**src/rtl/dmem_responder_pkg.sv**
```systemverilog
// dmem_responder_pkg: shared FSM encoding and fixed widths for the data-memory responder.
// Optional build macro used by this slice: DMEM_ERR_EN (adds dm_o_err to the bus).
package dmem_responder_pkg;

   localparam int DM_BE_WIDTH  = 4;
   localparam int DM_CNT_WIDTH = 4;

   typedef enum logic [1:0] {
      DM_IDLE = 2'b00,
      DM_WAIT = 2'b01,
      DM_RESP = 2'b10
   } dm_state_e;

   // Merge the enabled byte lanes of new_word over old_word.
   function automatic logic [31:0] dm_lane_merge(input logic [31:0] old_word,
                                                 input logic [31:0] new_word,
                                                 input logic [DM_BE_WIDTH-1:0] be);
      logic [31:0] res_s;
      res_s = old_word;
      for (int i = 0; i < DM_BE_WIDTH; i++) begin
         if (be[i]) begin
            res_s[8*i +: 8] = new_word[8*i +: 8];
         end else begin
            res_s[8*i +: 8] = old_word[8*i +: 8];
         end
      end
      return res_s;
   endfunction

endpackage

```
**src/rtl/dmem_responder_if.sv**
```systemverilog
// dmem_responder_if: cyc/stb/we/be bus between the memory stage (master) and dmem_responder (slave).
// dm_o_err exists only when DMEM_ERR_EN is defined.
interface dmem_responder_if #(
   parameter int DWIDTH = 32,
   parameter int AWIDTH = 5
);
   logic              dm_i_cyc;
   logic              dm_i_stb;
   logic              dm_i_we;
   logic [3:0]        dm_i_be;
   logic [AWIDTH-1:0] dm_i_load_addr;
   logic [AWIDTH-1:0] dm_i_store_addr;
   logic [DWIDTH-1:0] dm_i_data;
   logic [DWIDTH-1:0] dm_o_read_data;
   logic              dm_o_ack;
   logic              dm_o_stall;
`ifdef DMEM_ERR_EN
   logic              dm_o_err;
`endif

   modport master (
      output dm_i_cyc, dm_i_stb, dm_i_we, dm_i_be,
      output dm_i_load_addr, dm_i_store_addr, dm_i_data,
      input  dm_o_read_data, dm_o_ack, dm_o_stall
`ifdef DMEM_ERR_EN
      , input dm_o_err
`endif
   );

   modport slave (
      input  dm_i_cyc, dm_i_stb, dm_i_we, dm_i_be,
      input  dm_i_load_addr, dm_i_store_addr, dm_i_data,
      output dm_o_read_data, dm_o_ack, dm_o_stall
`ifdef DMEM_ERR_EN
      , output dm_o_err
`endif
   );
endinterface

```
**src/rtl/dmem_byte_ram.sv**
```systemverilog
// dmem_byte_ram: four byte-wide lanes of DEPTH entries, per-lane write enable,
// one registered read port that can also be forced to zero.
module dmem_byte_ram
   import dmem_responder_pkg::*;
#(
   parameter int DWIDTH = 32,
   parameter int DEPTH  = 8,
   parameter int AW     = 3
) (
   input  logic                   dm_clk,
   input  logic                   dm_rst,
   input  logic [AW-1:0]          addr,
   input  logic [DM_BE_WIDTH-1:0] lane_we,
   input  logic [DWIDTH-1:0]      wdata,
   input  logic                   rd_en,
   input  logic                   rd_clr,
   output logic [DWIDTH-1:0]      rdata
);
   localparam int LW = DWIDTH / DM_BE_WIDTH;

   for (genvar i = 0; i < DM_BE_WIDTH; i++) begin : g_lane
      logic [LW-1:0] mem_r [DEPTH];
      logic [LW-1:0] rd_r;

      // Lane storage; contents deliberately survive reset
      always_ff @(posedge dm_clk) begin
         if (lane_we[i]) begin
            mem_r[addr] <= wdata[LW*i +: LW];
         end
      end

      // Registered read port; holds until the next load or clear
      always_ff @(posedge dm_clk or negedge dm_rst) begin
         if (!dm_rst) begin
            rd_r <= {LW{1'b0}};
         end else if (rd_clr) begin
            rd_r <= {LW{1'b0}};
         end else if (rd_en) begin
            rd_r <= mem_r[addr];
         end
      end

      assign rdata[LW*i +: LW] = rd_r;
   end

endmodule

```
**src/rtl/dmem_responder.sv**
```systemverilog
// dmem_responder: slave end of the data-memory bus; one request at a time, fixed wait, one-cycle ack.
// Build macro DMEM_ERR_EN adds dm_o_err for out-of-range words and empty stores.
module dmem_responder
   import dmem_responder_pkg::*;
#(
   parameter int DWIDTH      = 32,
   parameter int AWIDTH      = 5,
   parameter int DEPTH       = 8,
   parameter int WAIT_CYCLES = 0
) (
   input logic             dm_clk,
   input logic             dm_rst,
   dmem_responder_if.slave bus
);
   localparam int RAM_AW = $clog2(DEPTH);
   localparam logic [DM_CNT_WIDTH-1:0] WAIT_INIT =
      (WAIT_CYCLES == 0) ? {DM_CNT_WIDTH{1'b0}} : DM_CNT_WIDTH'(WAIT_CYCLES - 1);

   dm_state_e               state_r, state_s;
   logic [DM_CNT_WIDTH-1:0] cnt_r, cnt_s;
   logic                    commit_s;
   logic                    accept_s;

   logic                    req_we_r;
   logic [DM_BE_WIDTH-1:0]  req_be_r;
   logic [DWIDTH-1:0]       req_data_r;
   logic [AWIDTH-1:0]       req_addr_r;

   logic                    cur_we_s;
   logic [DM_BE_WIDTH-1:0]  cur_be_s;
   logic [DWIDTH-1:0]       cur_data_s;
   logic [AWIDTH-1:0]       cur_addr_s;
   logic [AWIDTH-1:0]       word_s;
   logic [RAM_AW-1:0]       ram_addr_s;
   logic                    err_s;

   logic [DM_BE_WIDTH-1:0]  ram_we_s;
   logic                    ram_rd_s;
   logic                    ram_clr_s;

   logic                    ack_r;
   logic                    stall_r;

   assign accept_s = (state_r == DM_IDLE) && bus.dm_i_cyc && bus.dm_i_stb;

   // With zero wait the commit edge is the capture edge, so IDLE uses the live bus
   always_comb begin
      if (state_r == DM_IDLE) begin
         cur_we_s   = bus.dm_i_we;
         cur_be_s   = bus.dm_i_be;
         cur_data_s = bus.dm_i_data;
         cur_addr_s = bus.dm_i_we ? bus.dm_i_store_addr : bus.dm_i_load_addr;
      end else begin
         cur_we_s   = req_we_r;
         cur_be_s   = req_be_r;
         cur_data_s = req_data_r;
         cur_addr_s = req_addr_r;
      end
   end

   assign word_s     = cur_addr_s >> 2;
   assign ram_addr_s = RAM_AW'(word_s % AWIDTH'(DEPTH));

`ifdef DMEM_ERR_EN
   assign err_s = (word_s >= AWIDTH'(DEPTH)) || (cur_we_s && (cur_be_s == 4'b0000));
`else
   assign err_s = 1'b0;
`endif

   // Next-state and commit strobe
   always_comb begin
      state_s  = state_r;
      cnt_s    = cnt_r;
      commit_s = 1'b0;
      case (state_r)
         DM_IDLE: begin
            if (accept_s) begin
               if (WAIT_CYCLES == 0) begin
                  state_s  = DM_RESP;
                  commit_s = 1'b1;
               end else begin
                  state_s = DM_WAIT;
                  cnt_s   = WAIT_INIT;
               end
            end else begin
               state_s = DM_IDLE;
            end
         end
         DM_WAIT: begin
            if (cnt_r == {DM_CNT_WIDTH{1'b0}}) begin
               state_s  = DM_RESP;
               commit_s = 1'b1;
            end else begin
               cnt_s = cnt_r - {{(DM_CNT_WIDTH-1){1'b0}}, 1'b1};
            end
         end
         DM_RESP: begin
            state_s = DM_IDLE;
         end
         default: begin
            state_s = DM_IDLE;
            cnt_s   = {DM_CNT_WIDTH{1'b0}};
         end
      endcase
   end

   // FSM state and wait counter
   always_ff @(posedge dm_clk or negedge dm_rst) begin
      if (!dm_rst) begin
         state_r <= DM_IDLE;
         cnt_r   <= {DM_CNT_WIDTH{1'b0}};
      end else begin
         state_r <= state_s;
         cnt_r   <= cnt_s;
      end
   end

   // Request latch, loaded only on acceptance
   always_ff @(posedge dm_clk or negedge dm_rst) begin
      if (!dm_rst) begin
         req_we_r   <= 1'b0;
         req_be_r   <= {DM_BE_WIDTH{1'b0}};
         req_data_r <= {DWIDTH{1'b0}};
         req_addr_r <= {AWIDTH{1'b0}};
      end else if (accept_s) begin
         req_we_r   <= cur_we_s;
         req_be_r   <= cur_be_s;
         req_data_r <= cur_data_s;
         req_addr_r <= cur_addr_s;
      end
   end

   assign ram_we_s  = (commit_s && cur_we_s && !err_s) ? cur_be_s : {DM_BE_WIDTH{1'b0}};
   assign ram_rd_s  = commit_s && !cur_we_s && !err_s;
   assign ram_clr_s = commit_s && err_s;

   dmem_byte_ram #(
      .DWIDTH (DWIDTH),
      .DEPTH  (DEPTH),
      .AW     (RAM_AW)
   ) u_ram (
      .dm_clk  (dm_clk),
      .dm_rst  (dm_rst),
      .addr    (ram_addr_s),
      .lane_we (ram_we_s),
      .wdata   (cur_data_s),
      .rd_en   (ram_rd_s),
      .rd_clr  (ram_clr_s),
      .rdata   (bus.dm_o_read_data)
   );

   // Registered ack/stall, derived from the state being entered
   always_ff @(posedge dm_clk or negedge dm_rst) begin
      if (!dm_rst) begin
         ack_r   <= 1'b0;
         stall_r <= 1'b0;
      end else begin
         ack_r   <= (state_s == DM_RESP) && !err_s;
         stall_r <= (state_s != DM_IDLE);
      end
   end

   assign bus.dm_o_ack   = ack_r;
   assign bus.dm_o_stall = stall_r;

`ifdef DMEM_ERR_EN
   logic err_r;

   // Error pulse replaces ack in the response cycle
   always_ff @(posedge dm_clk or negedge dm_rst) begin
      if (!dm_rst) begin
         err_r <= 1'b0;
      end else begin
         err_r <= (state_s == DM_RESP) && err_s;
      end
   end

   assign bus.dm_o_err = err_r;
`endif

endmodule

```
**src/flat_wrapper.sv**
```systemverilog
// flat-port wrapper written by rule: the top's interface ports become plain ports
module dmem_responder_flat import dmem_responder_pkg::*;
#(
   parameter int DWIDTH      = 32,
   parameter int AWIDTH      = 5,
   parameter int DEPTH       = 8,
   parameter int WAIT_CYCLES = 0
)
  (dm_clk, dm_rst, bus_dm_i_cyc, bus_dm_i_stb, bus_dm_i_we, bus_dm_i_be, bus_dm_i_load_addr, bus_dm_i_store_addr, bus_dm_i_data, bus_dm_o_read_data, bus_dm_o_ack, bus_dm_o_stall);
  dmem_responder_if #(.DWIDTH(DWIDTH), .AWIDTH(AWIDTH)) bus_i ();
  input logic dm_clk;
  input logic dm_rst;
  input wire logic [$bits(bus_i.dm_i_cyc)-1:0] bus_dm_i_cyc;
  input wire logic [$bits(bus_i.dm_i_stb)-1:0] bus_dm_i_stb;
  input wire logic [$bits(bus_i.dm_i_we)-1:0] bus_dm_i_we;
  input wire logic [$bits(bus_i.dm_i_be)-1:0] bus_dm_i_be;
  input wire logic [$bits(bus_i.dm_i_load_addr)-1:0] bus_dm_i_load_addr;
  input wire logic [$bits(bus_i.dm_i_store_addr)-1:0] bus_dm_i_store_addr;
  input wire logic [$bits(bus_i.dm_i_data)-1:0] bus_dm_i_data;
  output wire logic [$bits(bus_i.dm_o_read_data)-1:0] bus_dm_o_read_data;
  output wire logic [$bits(bus_i.dm_o_ack)-1:0] bus_dm_o_ack;
  output wire logic [$bits(bus_i.dm_o_stall)-1:0] bus_dm_o_stall;
  assign bus_i.dm_i_cyc = bus_dm_i_cyc;
  assign bus_i.dm_i_stb = bus_dm_i_stb;
  assign bus_i.dm_i_we = bus_dm_i_we;
  assign bus_i.dm_i_be = bus_dm_i_be;
  assign bus_i.dm_i_load_addr = bus_dm_i_load_addr;
  assign bus_i.dm_i_store_addr = bus_dm_i_store_addr;
  assign bus_i.dm_i_data = bus_dm_i_data;
  assign bus_dm_o_read_data = bus_i.dm_o_read_data;
  assign bus_dm_o_ack = bus_i.dm_o_ack;
  assign bus_dm_o_stall = bus_i.dm_o_stall;
  dmem_responder #(.DWIDTH(DWIDTH), .AWIDTH(AWIDTH), .DEPTH(DEPTH), .WAIT_CYCLES(WAIT_CYCLES)) u_core (.dm_clk(dm_clk), .dm_rst(dm_rst), .bus(bus_i));
endmodule
```
**config.mk**
```make
export PLATFORM = sky130hd
export DESIGN_NAME = dmem_responder_flat
export DESIGN_NICKNAME = d
export VERILOG_FILES = /design/src/rtl/dmem_responder_pkg.sv /design/src/rtl/dmem_responder_if.sv /design/src/rtl/dmem_byte_ram.sv /design/src/rtl/dmem_responder.sv /design/src/flat_wrapper.sv
export SDC_FILE = /design/constraint.sdc
export NUM_CORES = 1
export LEC_CHECK = 0
export CORE_UTILIZATION = 30
export CTS_BUF_LIST = sky130_fd_sc_hd__clkbuf_4 sky130_fd_sc_hd__clkbuf_8
export DETAILED_ROUTE_END_ITERATION = 16
export GPL_ROUTABILITY_DRIVEN = 0
export PLACE_DENSITY = 0.47
export SLEW_MARGIN = 10
export SYNTH_ARGS = -nofsm -noshare
export SYNTH_HDL_FRONTEND = slang
export SYNTH_SLANG_ARGS = --single-unit
```
**constraint.sdc**
```tcl
create_clock -name dm_clk -period 3.5 [get_ports dm_clk]
set_clock_uncertainty 0.15 [all_clocks]
set_input_delay 0.875 -clock dm_clk [delete_from_list [all_inputs] [get_ports dm_clk]]
set_output_delay 0.875 -clock dm_clk [all_outputs]
set_load 0.05 [all_outputs]
```
==> flow_summary.ini, run 1 <==
[outcome]
outcome = finished, final reports clean

[timing]
relSlewSlack = 0.499
period_share = 0.824
layout_setup_ws_ps = 616
whs_ps = 87.4
clock.fmax_mhz = 347
setup_viol_count_final = 0
worstMarginPinSlew_ps = 751
finalMaxSlewViolations = 0
period_needed_ps = 2880
hold_viol = 0
rsz0062_at_grt = false

[floorplanning]
core_area_sq_um = 44600
fp.dieH_um = 216
ios = 85
initial_core_util = 0.307
die_area_sq_um = 46400
die_w_um = 216
std_cell_rows = 77

[pwr]
peakVddDrop_uv = 262
power_density_nw_per_um2 = 578
p_leak_uw = 0.00652

[placement]
place_area_sq_um = 15900
dpl_worst_slack_ps = -11.1
dp_hpwl_mm = 20.9
portBuffers = 80

[worst_setup_path]
crit_type = flip-flop to output port
crit_family = buffers and inverters
critPathLaunchType = flip-flop
cp_num_buf_inv = 1
arrival_ps = 1860
max_stage_delay_ps = 830
timing.rr.start = u_core.state_r[0]$_DFF_PN0_
path_cells = clkdlybuf4s50_1
crit_start = u_core.u_ram.g_lane[2].rd_r[2]$_DFFE_PN0P_
crit_fanout = 2
end_kind = output port
worstPathRequired_ps = 2470
crit_slowest_cell = clkdlybuf4s50_1

[clock_tree]
holdBufCountCts = 0
post_cts_resized = 0
cts_tree = built
clk_pin_slew_ps = 70
cts_root_buf = clkbuf_8
htree_levels = 2
cts.path.max_buffers = 3
insertion_delay_ps = 620
cts_made_buffers = 56
cts.sink_count = 336
cts_post_setup_buffers_inserted = 0

[synthesis]
synth_compound_area_frac = 0.0678
async_reset_ff_frac = 0.238
syn_avg_cell_area_sq_um = 15.2
yosys.area_share.simple = 0.0711
synthXorXnorAreaFrac = 0
ys_seq_elements = 336
synth-edff-count = 256
synthesis.area_sq_um = 13700
syn_inst = 902
synth_top_area_cell = edfxtp_1
syn-num-nets = 955
synth_top_area_frac = 0.562
synth_top_family_by_area = multiplexers
synth_fa_ha_area_frac = 0.00183
synth_mux_area_frac = 0.124
ys_seq_area_frac = 0.709
yosysWarnings = 0
synth_area_leaders = edfxtp_1 56%, dfrtp_1 15%, mux2i_1 9.3%
synth_top_flop_cell = edfxtp_1
synth.distinct_cells = 44

[finish]
drive_above_1_share = 0.207
fin_nets = 1126
antennaDiodeCount = 0
area_delta_synth_final_pct = 24.8
final_common_cell = edfxtp_1
final_cell_mix = 256 x edfxtp_1, 133 x nand2_1, 127 x mux2i_1
stdcell_area_sq_um = 17100

[drt]
drc = 0
post_drt_wl_per_cell_um = 19.1
ant_nets = 0
num_vias = 7903
routed_wl_mm = 32.7
drt_iter0_drc = 414
first_pass_iters = 4
vias_per_cell = 4.62

[global_route]
grt_max_degree = 51
grt_pass1_vias = 8269
antenna_found_initial = 0
grt_usage = 0.144
grt_pass1_wl_mm = 50.0
gr-total-overflow = 0

[hold_path]
hold_class = primary input to asynchronous set/reset pin

[run]
maxCapViolCount = 0
## Yosys cell counts (2+ instances only)
master	instances
o21a_1	2
edfxtp_1	256
mux2_4	2
buf_2	18
and3_1	24
buf_8	4
inv_1	5
nand3b_1	2
o221ai_1	3
ha_1	2
buf_4	10
nand2_2	4
o22a_1	56
a21oi_1	3
dfrtp_1	80
buf_6	6
nand2_1	133
nand2b_1	2
nor2b_1	2
o21ai_0	5
nor3_1	3
o32a_1	5
mux2i_1	127
a31oi_1	30
mux2_2	32
clkbuf_1	13
nor2_1	45
nor3_2	3
o22ai_1	10
## metrics by stage
step / util / TNS, ps / cells / total power [uW]
4_1_cts: 0.383 / 0 / 1712 / 10000
5_1_grt: 0.383 / 0 / 1712 / 10300
3_3_place_gp: 0.356 / 0 / 1607 / 6420
6_report: 0.383 / 0 / 1712 / 9870
3_5_place_dp: 0.356 / -11.1 / 1607 / 6430
2_1_floorplan: - / 0 / 902 / 5790
## layout make-up
cell class	instances	area (sq um)
fill	4167	27500
sequential	336	9690
multi-input combinational	509	3660
timing repair buffer	165	1790
clock buffer	80	970
tap	592	741
clock inverter	25	199
inverter	5	18.8
## logic make-up (layout without fill, tap and decap cells)
| logic type | after synthesis | in the layout |
|---|---|---|
| multiplexers | 163 | 163 |
| buffers and inverters | 57 | 275 |
| adder cells (fa/ha/maj) | 2 | 2 |
| AO/OA/AOI/OAI | 120 | 120 |
| AND/OR/NAND/NOR | 224 | 224 |
| flip-flops | 336 | 336 |
## registers in the layout (all words and copies together) (netlist names)
signal,cells
u_core.cnt_r,4
u_core.req_data_r,32
u_core.u_ram.g_lane.rd_r,32
u_core.bus.dm_o_stall,1
u_core.req_be_r,4
u_core.req_we_r,1
u_core.state_r,2
u_core.req_addr_r,3
u_core.bus.dm_o_ack,1
u_core.u_ram.g_lane.mem_r,256
## power breakdown
| part | switching [uW] | internal, uW |
|---|---|---|
| Clock | 1550 | 2010 |
| Sequential | 128 | 4560 |
| Combinational | 984 | 640 |
## per-layer routing
metal	global-route usage	wire length (um)
met5	0	0
met2	0.235	15800
met3	0.0248	1350
met4	0.0504	661
met1	0.192	14900
## worst paths after layout
| check | to | slack (ps) | cells after the start |
|---|---|---|---|
| min in group dm_clk | u_core.req_be_r[1]$_DFFE_PN0N_ | 330 | 2 |
| worst min-delay path | u_core.u_ram.g_lane[3].rd_r[7]$_DFFE_PN0P_ | 90 | 1 |
| worst min register to register | u_core.req_be_r[1]$_DFFE_PN0N_ | 330 | 2 |
| worst max register to register | u_core.u_ram.g_lane[3].mem_r[7][5]$_DFFE_PP_ | 790 | 5 |
| max in group asynchronous | u_core.u_ram.g_lane[0].rd_r[0]$_DFFE_PN0P_ | 2400 | 2 |
| worst max-delay path | bus_dm_o_read_data[18] | 620 | 1 |
No activity file was read; power rests on OpenSTA's default activity.
==> run 2, diff against run 1 <==
--- a/config.mk
+++ b/config.mk
@@ -9,7 +9,7 @@
 export CTS_BUF_LIST = sky130_fd_sc_hd__clkbuf_4 sky130_fd_sc_hd__clkbuf_8
 export DETAILED_ROUTE_END_ITERATION = 16
 export GPL_ROUTABILITY_DRIVEN = 0
-export PLACE_DENSITY = 0.47
+export PLACE_DENSITY = 0.49
 export SLEW_MARGIN = 10
 export SYNTH_ARGS = -nofsm -noshare
 export SYNTH_HDL_FRONTEND = slang
==> constraint.sdc (replaced) <==
create_clock -name dm_clk -period 2.3 [get_ports dm_clk]
set_clock_uncertainty 0.15 [all_clocks]
set_input_delay 0.575 -clock dm_clk [delete_from_list [all_inputs] [get_ports dm_clk]]
set_output_delay 0.575 -clock dm_clk [all_outputs]
set_load 0.05 [all_outputs]
==> flow_summary.ini, run 2 (synthesis results as in run 1) <==
[clock_tree]
cts.path.max_buffers = 3
cts.sink_count = 336
cts_made_buffers = 55
cts_tree = built
clk_pin_slew_ps = 60
cts_root_buf = clkbuf_8
htree_levels = 2
insertion_delay_ps = 610

[hold_path]
hold_class = primary input to flip-flop
min_path_cells = 4
hold_end = u_core.req_we_r$_DFFE_PN0N_
hold_start = bus_dm_i_we

[worst_setup_path]
crit_type = flip-flop to flip-flop
timing.rr.start = u_core.state_r[1]$_DFF_PN0_
worstPathRequired_ps = 2640
crit_slowest_cell = dfrtp_1
r2r_end = u_core.u_ram.g_lane[2].rd_r[1]$_DFFE_PN0P_
r2r_setup_slack_ps = 10
max_stage_delay_ps = 390
crit_start = u_core.state_r[1]$_DFF_PN0_
critPathLaunchType = flip-flop
cp_num_buf_inv = 3
crit_fanout = 5
rr_worst_depth = 8
crit_family = compound AO/OA/AOI/OAI gates
path_cells = buf_6, nor4bb_4, buf_4, nand2b_4, a21oi_4, buf_12, o221ai_1, o32a_1
arrival_ps = 2630
end_kind = flip-flop

[timing]
period_needed_ps = 2290
relSlewSlack = 0.633
period_share = 0.995
finalMaxSlewViolations = 0
setup_viol_count_final = 0
worstMarginPinSlew_ps = 551
clock.fmax_mhz = 437
rsz0062_at_grt = true
layout_setup_ws_ps = 11.3
hold_viol = 0

[global_route]
antenna_found_initial = 0
grt_max_degree = 81
grt_usage = 0.147
grt_pass1_vias = 8553
gr-total-overflow = 0
grt_pass1_wl_mm = 51.3

[finish]
area_delta_synth_final_pct = 30.6
stdcell_area_sq_um = 17900
regMostFlops = u_core.u_ram.g_lane.mem_r
antennaDiodeCount = 0
final_common_cell = edfxtp_1
largest_reg_flops = 256
reg.largest.list = u_core.u_ram.g_lane.mem_r (256), u_core.req_data_r (32), u_core.u_ram.g_lane.rd_r (32)
drive_above_1_share = 0.306
fin_nets = 1189
fin_cells = 1774
final_cell_mix = 256 x edfxtp_1, 132 x buf_4, 129 x nand2_1

[drt]
drt_iter0_drc = 438
routed_wl_mm = 33.9
num_vias = 8181
post_drt_wl_per_cell_um = 19.1
vias_per_cell = 4.61
first_pass_iters = 4
drc = 0
ant_nets = 0

[pwr]
p_leak_uw = 0.00697
power_density_nw_per_um2 = 848
peakVddDrop_uv = 390

[run]
maxCapViolCount = 0

[placement]
portBuffers = 80
dp_hpwl_mm = 22.0
place_area_sq_um = 16400
dpl_worst_slack_ps = -914
dp_cells = 1655

[floorplanning]
std_cell_rows = 77
fp.dieH_um = 216
ios = 85
die_area_sq_um = 46400
core_area_sq_um = 44600
initial_core_util = 0.307
die_w_um = 216

[outcome]
outcome = finished, final reports clean
run 2: cell count changes in the layout (fill, tap and decap cells not counted), sizes merged:
cell / before / now
clkinvlp: 4 / 1
buf: 86 / 179
bufinv: 3 / 2
dlygate4sd3: 0 / 1
clkinv: 18 / 17
clkbuf: 80 / 85
dlymetal6s2s: 0 / 1
dlygate4sd2: 0 / 2
clkdlybuf4s50: 79 / 44
run 2: repair_timing:
| item | CTS | global route |
|---|---|---|
| endpoints found under the setup margin | 290 | 253 |
| hold buffers | 1 | 0 |
| resized for setup | 11 | 28 |
| endpoints found under the hold margin | 80 | 0 |
| setup buffers | 6 | 7 |
| pin swaps | 2 | 3 |
| gates cloned | 0 | 2 |
run 2: layout make-up:
cell class | instances | area [sq um]
Timing Repair Buffer | 229 | 2400
Inverter | 5 | 18.8
Clock buffer | 83 | 998
Fill cell | 4194 | 26700
Clock inverter | 20 | 140
Multi-Input combinational cell | 509 | 3870
Sequential cell | 336 | 9690
Tap cell | 592 | 741
run 2: routing by layer:
layer | share of wire | GRT usage | vias to the layer above
met4 | 0.020 | 0.0487 | 0
met2 | 0.48 | 0.243 | 146
li1 | - | - | 3897
met5 | 0 | 0 | -
met3 | 0.030 | 0.0233 | 47
met1 | 0.47 | 0.195 | 4091
run 2: where the power goes:
part	leakage (uW)	internal (uW)	switching, uW
Sequential	0.00326	6940	218
Clock	0.000609	2990	2320
Combinational	0.00310	1100	1570
run 2: how the worst max path moves through the flow:
stage                                                   endpoint  slack (ps)  cells after the start
floorplan           u_core.u_ram.g_lane[0].mem_r[1][0]$_DFFE_PP_           1                      5
global placement    u_core.u_ram.g_lane[0].mem_r[6][1]$_DFFE_PP_        -860                      7
detailed placement  u_core.u_ram.g_lane[1].mem_r[6][2]$_DFFE_PP_        -910                      6
CTS                 u_core.u_ram.g_lane[0].mem_r[7][0]$_DFFE_PP_           1                      6
global route          u_core.u_ram.g_lane[2].rd_r[1]$_DFFE_PN0P_         -50                      8
finish                u_core.u_ram.g_lane[2].rd_r[1]$_DFFE_PN0P_          10                      8
run 2: per-stage QoR:
stage	hold slack, ps	TNS [ps]	power (uW)	util
floorplan	129	0	8830	-
global placement	308	-207840	9920	0.368
detailed placement	312	-220320	9950	0.368
CTS	324	0	15300	0.396
global route	326	-409	15800	0.400
finish	299	0	15200	0.400
run 2: worst reg2reg max path, cell delays in order (launching register included):
cell and delay (ps):
dfrtp_1 390, buf_6 130, nor4bb_4 380, buf_4 210, nand2b_4 60, a21oi_4 240
buf_12 170, o221ai_1 130, o32a_1 300
==> run 3, diff against run 2 <==
--- a/config.mk
+++ b/config.mk
@@ -14,3 +14,4 @@
 export SYNTH_ARGS = -nofsm -noshare
 export SYNTH_HDL_FRONTEND = slang
 export SYNTH_SLANG_ARGS = --single-unit
+export TNS_END_PERCENT = 30
==> constraint.sdc (replaced) <==
create_clock -name dm_clk -period 2.3 [get_ports dm_clk]
set_clock_uncertainty 0.15 [all_clocks]
set_input_delay 0.345 -clock dm_clk [delete_from_list [all_inputs] [get_ports dm_clk]]
set_output_delay 0.345 -clock dm_clk [all_outputs]
set_load 0.05 [all_outputs]
==> flow_summary.ini, run 3 (synthesis results as in run 1) <==
[finish]
num-fill-cells = 4132
fin_cells = 1779
drive_above_1_share = 0.290
antennaDiodeCount = 0
final_common_cell = edfxtp_1
largest_reg_flops = 256
reg.largest.list = u_core.u_ram.g_lane.mem_r (256), u_core.req_data_r (32), u_core.u_ram.g_lane.rd_r (32)
final_cell_mix = 256 x edfxtp_1, 129 x nand2_1, 123 x mux2i_1
post-route-util = 0.405
fin_nets = 1194
area_delta_synth_final_pct = 31.9
regMostFlops = u_core.u_ram.g_lane.mem_r

[floorplanning]
initial_core_util = 0.307
die_area_sq_um = 46400
die_w_um = 216
core_area_sq_um = 44600
std_cell_rows = 77
ios = 85
fp.dieH_um = 216

[worst_setup_path]
crit_fanout = 6
worstPathRequired_ps = 2490
rr_worst_depth = 9
end_kind = flip-flop
crit_type = flip-flop to flip-flop
critPathLaunchType = flip-flop
timing.rr.start = u_core.state_r[0]$_DFF_PN0_
crit_start = u_core.state_r[0]$_DFF_PN0_
arrival_ps = 2480

[drt]
vias_per_cell = 4.65
drt_iter0_drc = 406
routed_wl_mm = 34.0
first_pass_iters = 5
num_vias = 8265
post_drt_wl_per_cell_um = 19.1
ant_nets = 0
drc = 0

[clock_tree]
insertion_delay_ps = 600
cts_made_buffers = 56
cts.sink_count = 336
cts_tree = built
clk_pin_slew_ps = 60
htree_levels = 2
cts_root_buf = clkbuf_8
cts.path.max_buffers = 3

[placement]
dp_cells = 1646
portBuffers = 80
dp_hpwl_mm = 21.9

[pwr]
power_uw = 15300
p_leak_uw = 0.00703
power_density_nw_per_um2 = 848
peakVddDrop_uv = 363

[timing]
finalMaxSlewViolations = 0
relSlewSlack = 0.626
period_share = 0.994
worstMarginPinSlew_ps = 563
rsz0062_at_grt = true
clock.fmax_mhz = 437
setup_viol_count_final = 0
period_needed_ps = 2290
hold_viol = 0

[global_route]
grt_pass1_vias = 8529
grt_pass1_wl_mm = 51.6
antenna_found_initial = 0
grt_usage = 0.148
gr-total-overflow = 0
grt_max_degree = 32

[outcome]
outcome = finished, final reports clean

[hold_path]
hold_class = primary input to asynchronous set/reset pin

[run]
maxCapViolCount = 0
run 3: area by class of cell:
class / count / area [sq um] / share of cell area
clock buffer: 95 / 1130 / 0.0628
sequential: 336 / 9690 / 0.537
clock inverter: 9 / 68.8 / 0.00381
multi-input combinational: 509 / 3860 / 0.214
tap: 592 / 741 / 0.0410
inverter: 5 / 18.8 / 0.00104
timing repair buffer: 233 / 2530 / 0.140
run 3: report_power, final:
group          leakage, uW  switching [uW]  internal, uW
logic              0.00313            1600          1070
clock network     0.000645            2290          3190
registers          0.00325             201          6950
run 3: what timing repair did:
item,4_1_cts,5_1_grt
pin swaps,6,10
hold endpoints to repair,79,0
endpoints found under the setup margin,292,292
gates cloned,4,2
buffers inserted,14,8
hold buffers,1,0
resized for setup,72,48
run 3: stage by stage:
step           setup slack [ps]  hold WS [ps]  TNS [ps]  area (sq um)
2_1_floorplan             -99.6          -101     -3080         13700
3_3_place_gp               -665           195   -147580         16100
3_5_place_dp               -700           197   -154820         16100
4_1_cts                   -32.7          79.7      -205         17700
5_1_grt                   -72.9           103     -8050         18000
6_report                   12.7          98.8         0         18000
run 3: routing by layer:
layer / wire [um] / global-route usage / part of all wire / up-vias
met5: 0 / 0 / 0 / -
met2: 16000 / 0.240 / 0.47 / 176
li1: - / - / - / 3901
met1: 15900 / 0.204 / 0.47 / 4136
met3: 1390 / 0.0252 / 0.041 / 52
met4: 625 / 0.0400 / 0.018 / 0
run 3: final timing paths:
| kind | endpoint | slack, ps |
|---|---|---|
| hold / removal | u_core.req_data_r[26]$_DFFE_PN0N_ | 100 |
| hold reg to reg | u_core.req_addr_r[2]$_DFFE_PN0N_ | 340 |
| setup / recovery | u_core.u_ram.g_lane[1].mem_r[6][1]$_DFFE_PP_ | 10 |
| min in group dm_clk | u_core.req_be_r[1]$_DFFE_PN0N_ | 210 |
| max in group asynchronous | u_core.u_ram.g_lane[0].rd_r[6]$_DFFE_PN0P_ | 1280 |
| setup reg to reg | u_core.u_ram.g_lane[1].mem_r[6][1]$_DFFE_PP_ | 10 |
run 3: critical path, cell delays in order, from the launching register on:
cell,delay (ps)
dfrtp_2,460
buf_8,160
nor2_4,160
buf_4,160
mux2i_4,230
buf_12,150
nor2_1,50
buf_4,150
and3_1,190
buf_4,160
